**config.mk**
```make
export PLATFORM = sky130hd
export DESIGN_NAME = gfx_fb_writer
export DESIGN_NICKNAME = d
export VERILOG_FILES = /design/src/rtl/gfx_fb_writer.sv
export SDC_FILE = /design/constraint.sdc
export NUM_CORES = 1
export LEC_CHECK = 0
export BUFFER_PORTS_ARGS = -buffer_cell sky130_fd_sc_hd__clkbuf_2
export CAP_MARGIN = 20
export CELL_PAD_IN_SITES_DETAIL_PLACEMENT = 2
export CELL_PAD_IN_SITES_GLOBAL_PLACEMENT = 2
export CORE_MARGIN = 1.5
export CORE_UTILIZATION = 41
export CTS_CLUSTER_DIAMETER = 80
export CTS_CLUSTER_SIZE = 16
export DETAILED_ROUTE_END_ITERATION = 16
export PLACE_DENSITY_LB_ADDON = 0.05
export REMOVE_ABC_BUFFERS = 1
export SLEW_MARGIN = 20
export SYNTH_ARGS = -nofsm -noshare
export SYNTH_HDL_FRONTEND = slang
export SYNTH_SLANG_ARGS = --single-unit
```
**constraint.sdc**
```tcl
create_clock -name clk -period 3 [get_ports clk]
set_input_delay 0.45 -clock clk [delete_from_list [all_inputs] [get_ports clk]]
set_output_delay 0.45 -clock clk [all_outputs]
set_load 0.01 [all_outputs]
```
**src/rtl/gfx_fb_writer.sv**
```systemverilog
// Framebuffer pixel sink: registers the linear address of each accepted pixel,
// queues in-range pixels in a small FWFT FIFO and replays them as async SRAM write cycles.
module gfx_fb_writer #(
   parameter int FB_WIDTH   = 640,
   parameter int FB_HEIGHT  = 480,
   parameter int COLOR_BITS = 12,
   parameter int ADDR_BITS  = 20,
   parameter int FIFO_DEPTH = 4,
   localparam int X_BITS    = $clog2(FB_WIDTH),
   localparam int Y_BITS    = $clog2(FB_HEIGHT)
) (
   input  logic                  clk,
   input  logic                  reset,
   input  logic                  pix_valid,
   output logic                  pix_ready,
   input  logic [X_BITS-1:0]     pix_x,
   input  logic [Y_BITS-1:0]     pix_y,
   input  logic [COLOR_BITS-1:0] pix_color,
   output logic [ADDR_BITS-1:0]  sram_addr,
   output logic [COLOR_BITS-1:0] sram_data,
   output logic                  sram_data_oe,
   output logic                  sram_we_n,
   output logic                  idle,
   output logic [15:0]           drop_count,
   output logic [1:0]            fsm_state
);

   localparam int PTR_BITS   = $clog2(FIFO_DEPTH);
   localparam int CNT_BITS   = PTR_BITS + 1;
   localparam int ENTRY_BITS = ADDR_BITS + COLOR_BITS;

   localparam logic [X_BITS:0]   X_LIMIT = (X_BITS + 1)'(FB_WIDTH);
   localparam logic [Y_BITS:0]   Y_LIMIT = (Y_BITS + 1)'(FB_HEIGHT);
   localparam logic [CNT_BITS-1:0] DEPTH_C = CNT_BITS'(FIFO_DEPTH);

   // Valid/ready: a pixel transfers on a rising edge where pix_valid && pix_ready.
   // pix_ready never depends on pix_valid, so the drawer may use it as its enable.

   typedef enum logic [1:0] {
      ST_IDLE   = 2'd0,
      ST_SETUP  = 2'd1,
      ST_STROBE = 2'd2,
      ST_HOLD   = 2'd3
   } state_t;

   state_t state, state_next;

   logic                    reset_q;
   logic                    accept;
   logic                    a_valid;
   logic                    a_in_range;
   logic [ADDR_BITS-1:0]    a_addr;
   logic [COLOR_BITS-1:0]   a_color;

   logic [ENTRY_BITS-1:0]   fifo_mem [FIFO_DEPTH];
   logic [PTR_BITS-1:0]     wr_ptr;
   logic [PTR_BITS-1:0]     rd_ptr;
   logic [CNT_BITS-1:0]     fifo_count;
   logic [CNT_BITS-1:0]     pending;
   logic [ENTRY_BITS-1:0]   head;
   logic                    fifo_empty;
   logic                    push;
   logic                    pop;

   always_ff @(posedge clk) begin
      reset_q <= reset;
   end

   // Counting the occupied stage A slot keeps its push from ever meeting a full FIFO.
   assign pending   = fifo_count + CNT_BITS'(a_valid);
   assign pix_ready = !reset && !reset_q && (pending < DEPTH_C);
   assign accept    = pix_valid && pix_ready;

   // Stage A: address register
   always_ff @(posedge clk) begin
      if (reset) begin
         a_valid    <= 1'b0;
         a_in_range <= 1'b0;
         a_addr     <= '0;
         a_color    <= '0;
      end else begin
         a_valid <= accept;
         if (accept) begin
            a_addr     <= ADDR_BITS'(pix_y) * ADDR_BITS'(FB_WIDTH) + ADDR_BITS'(pix_x);
            a_color    <= pix_color;
            a_in_range <= ({1'b0, pix_x} < X_LIMIT) && ({1'b0, pix_y} < Y_LIMIT);
         end
      end
   end

   always_ff @(posedge clk) begin
      if (reset) begin
         drop_count <= '0;
      end else if (a_valid && !a_in_range && (drop_count != 16'hFFFF)) begin
         drop_count <= drop_count + 16'd1;
      end
   end

   // FIFO (first-word-fall-through)
   assign push       = a_valid && a_in_range;
   assign fifo_empty = (fifo_count == '0);
   assign head       = fifo_mem[rd_ptr];

   always_ff @(posedge clk) begin
      if (push) begin
         fifo_mem[wr_ptr] <= {a_addr, a_color};
      end
   end

   always_ff @(posedge clk) begin
      if (reset) begin
         wr_ptr     <= '0;
         rd_ptr     <= '0;
         fifo_count <= '0;
      end else begin
         if (push) begin
            wr_ptr <= wr_ptr + PTR_BITS'(1);
         end
         if (pop) begin
            rd_ptr <= rd_ptr + PTR_BITS'(1);
         end
         case ({push, pop})
            2'b10:   fifo_count <= fifo_count + CNT_BITS'(1);
            2'b01:   fifo_count <= fifo_count - CNT_BITS'(1);
            default: fifo_count <= fifo_count;
         endcase
      end
   end

   // Write FSM
   always_ff @(posedge clk) begin
      if (reset) begin
         state <= ST_IDLE;
      end else begin
         state <= state_next;
      end
   end

   always_comb begin
      state_next = state;
      pop        = 1'b0;
      case (state)
         ST_IDLE: begin
            if (!fifo_empty) begin
               state_next = ST_SETUP;
               pop        = 1'b1;
            end
         end
         ST_SETUP:  state_next = ST_STROBE;
         ST_STROBE: state_next = ST_HOLD;
         ST_HOLD: begin
            if (!fifo_empty) begin
               state_next = ST_SETUP;
               pop        = 1'b1;
            end else begin
               state_next = ST_IDLE;
            end
         end
         default: state_next = ST_IDLE;
      endcase
   end

   // SRAM pins are registered from the next state so the strobe is glitch-free and
   // address/data only move on SETUP entry, never on a we_n edge.
   always_ff @(posedge clk) begin
      if (reset) begin
         sram_we_n    <= 1'b1;
         sram_data_oe <= 1'b0;
         sram_addr    <= '0;
         sram_data    <= '0;
      end else begin
         sram_we_n    <= (state_next != ST_STROBE);
         sram_data_oe <= (state_next != ST_IDLE);
         if (pop) begin
            sram_addr <= head[ENTRY_BITS-1:COLOR_BITS];
            sram_data <= head[COLOR_BITS-1:0];
         end
      end
   end

   assign idle      = !a_valid && fifo_empty && (state == ST_IDLE);
   assign fsm_state = state;

endmodule
```
==> metrics.md <==
| Metric | Value |
|---|---|
| Total CTS buffers | 18 |
| Comb power frac | 14.8% |
| Worst path required time | 3410 ps |
| R2r startpoint | fsm_state[0]$_SDFF_PP0_ |
| PwrDens | 667 nW/µm² |
| R2R depth | 10 |
| Crit start category | input pin |
| Area Growth Syn to Fin | 14.4% |
| Initial antenna violation count | 0 |
| Cells after synthesis | 671 |
| P_sw | 1.75 mW |
| Largest net degree at the start of global routing | 61 |
| Seq/Total Area, Yosys | 65.1% |
| Synth warn | 0 |
| IO Port Bufs | 87 |
| Layout Skew | 9.86 ps |
| Antenna Nets Post-Route | 0 |
| First drt pass iteration count | 4 |
| Layout cells sized above 1 | 20.7% |
| Setup CP Type | in2reg |
| Total power | 6.71 mW |
| Distinct cell type count after synthesis | 46 |
| Grt ovf | 0 |
| Avg Inst Size Synth | 13.1 µm² |
| Crit end category | flop |
| Critical Path Start | pix_y[1] |
| MaxCap Viol Count | 0 |
| Total I/O pin count | 88 |
| Asr flop ratio synth | 0% |
| Dpl ws | 17.9 ps |
| Flip-flop and latch count after synthesis | 222 |
| EDFF count, synth | 128 |
| Setup Buffers After CTS | 0 |
| Synth Flop Type | edfxtp_1 |
| DR vias | 5463 |
| Fin crit share | 83.8% |
| Vias in the first global route | 6117 |
| Internal Pwr Total | 4.96 mW |
| Die Wd | 149 µm |
| RSZ-0062 raised after global routing | false |
| Nets | 816 |
| Final core occ | 47.9% |
| Core Area | 21000 µm² |
| Most frequent cells in the layout | 128 x edfxtp_1, 123 x nand2_1, 92 x dfxtp_1 |
| Worst Hold Class | in2reg |
| Final setup violation count | 0 |
| H-tree depth | 1 |
| Diodes inserted | 0 |
| First-pass GRT wire length | 33.2 mm |
| Sequential power share | 51.5% |
| Drt wl/cell | 19.9 µm |
| CTS tree | yes |
| Clk root buf | clkbuf_16 |
| Total GRT Usage | 19.3% |
| Clock transition at the registers of the reported paths | 80 ps |
| Final slew viol count | 0 |
| DRT iter0 DRCs | 151 |
| # rows | 53 |
| Die height | 149 µm |
| Final wirelength | 20.7 mm |
| Worst R2R End | fifo_count[2]$_SDFFE_PP0P_ |
| Critical path capture point | a_addr[17]$_SDFFE_PP0P_ |
| Overall die area | 22300 µm² |
| Clock latency on the worst-skew pair | 480 ps |
| Number of hold buffers added after CTS | 0 |
| Slew margin rel. | 36.2% |
| Worst setup margin | 485 ps |
| Flop2flop setup slack | 630 ps |
| Initial core utilization | 41.9% |
| Worst Tran Pin Value | 956 ps |
| Pleak | 3.52 nW |
| Vias/cell | 5.25 |
| Sink Count | 222 |
| Final hold vios | 0 |
| Peak supply drop | 0.282 mV |
| Crit Path Max Fanout | 3 |
| Commonest non-fill, non-tap cell in the layout | edfxtp_1 |
| Max Freq | 398 MHz |
| Status | complete, no violations |
| Final min period | 2520 ps |
| Post-CTS sizing | 0 |
| Gp weighted congestion | 0.762 |
| Mapped Area | 8800 µm² |
| CP arrival | 2920 ps |
| Clock share of power | 33.7% |
| DP HPWL | 13.1 mm |
| Switching Share | 26.1% |
| Clock Path Buffers | 3 |
| # DRC | 0 |
## worst min path at each step
| stage | startpoint | end | slack [ps] | cells past startpoint |
|---|---|---|---|---|
| detailed placement | sram_data[3]$_SDFFE_PP0P_ | sram_data[3]$_SDFFE_PP0P_ | 450 | 2 |
| floorplan | a_addr[17]$_SDFFE_PP0P_ | fifo_mem[0][29]$_DFFE_PP_ | 450 | 0 |
| global placement | sram_data[1]$_SDFFE_PP0P_ | sram_data[1]$_SDFFE_PP0P_ | 440 | 2 |
| CTS | pix_x[1] | a_addr[1]$_SDFFE_PP0P_ | 160 | 3 |
| finish | pix_x[1] | a_addr[1]$_SDFFE_PP0P_ | 180 | 3 |
| global route | pix_x[2] | a_addr[2]$_SDFFE_PP0P_ | 180 | 3 |
## kinds of logic after synthesis
kind of cell	Yosys count	synth area share [%]
buffers and inverters	50	2.22
XOR/XNOR	33	3.29
AND/OR/NAND/NOR	213	10.8
adder cells (fa/ha/maj)	29	4.38
multiplexers	33	8.30
flip-flops	222	65.1
AO/OA/AOI/OAI	91	5.99
## state kept, by name, summed over array words and instances (netlist names)
register      cells
a_addr           20
rd_ptr            2
drop_count       16
a_color          12
a_valid           1
fifo_count        3
fsm_state         2
sram_addr        20
fifo_mem        128
sram_we_n         1
sram_data_oe      1
sram_data        12
wr_ptr            2
a_in_range        1
reset_q           1
## metal layers
metal / wire length (µm) / track usage, % / share of wire [%]
met1: 9010 / 24.2 / 43
met2: 10800 / 35.6 / 52
met3: 620 / 2.50 / 3.0
met4: 248 / 3.66 / 1.2
met5: 0 / 0 / 0
## stage by stage
step                instance area [µm²]  instances  setup TNS, ps  hold WS [ps]
finish                            10100       1040              0           182
global placement                   9530       1008              0           441
global route                      10100       1040              0           183
floorplan                          8670        639           -116           452
CTS                               10100       1040              0           165
detailed placement                 9530       1008              0           453
## worst max-delay path: stages
cell,delay [ps]
clkbuf_2,110
ha_1,290
ha_1,170
inv_1,60
fa_1,440
xnor2_1,280
nand2b_1,140
nor2_1,190
nand3_1,170
or4_1,450
o211ai_1,170
## area by class of cell
class	instances	area, µm²
timing repair buffer	94	503
clock inverter	2	21.3
fill	2060	11000
clock buffer	30	517
sequential	222	5730
multi-input combinational	399	2880
tap	275	344
inverter	18	67.6
## synthesized netlist by cell type (2+ instances only)
cell,instances,area (µm²)
a21oi_1,63,315
and3_1,6,37.5
mux4_2,32,721
a31oi_1,3,18.8
nand2_1,123,462
dfxtp_1,94,1880
inv_1,16,60.1
or3_1,2,12.5
o211ai_1,3,22.5
nor2b_1,3,18.8
o21bai_1,2,15.0
inv_2,2,7.51
nor2_1,34,128
xor2_1,20,175
buf_2,6,30.0
xnor2_1,13,114
nor3_1,3,15.0
nand3_1,11,55.1
nand2b_1,4,25.0
ha_1,26,325
clkbuf_1,24,90.1
edfxtp_1,128,3840
nor3b_1,3,22.5
or2_1,2,12.5
a211oi_1,7,52.6
and2_1,4,25.0
buf_1,2,7.51
and4_1,2,17.5
fa_1,3,60.1
o21ai_0,5,25.0
nand4_1,10,62.6
## power by group through the flow
stage / Combinational, mW / Sequential (mW) / Clock [mW]
final: 0.992 / 3.45 / 2.26
after global routing: 1.10 / 3.48 / 2.45
after CTS: 1.02 / 3.46 / 2.33
after detailed placement: 1.01 / 3.53 / 0
after global placement: 0.968 / 3.52 / 0
after floorplan: 0.562 / 3.56 / 0
Power figures use the tool's default switching activity.
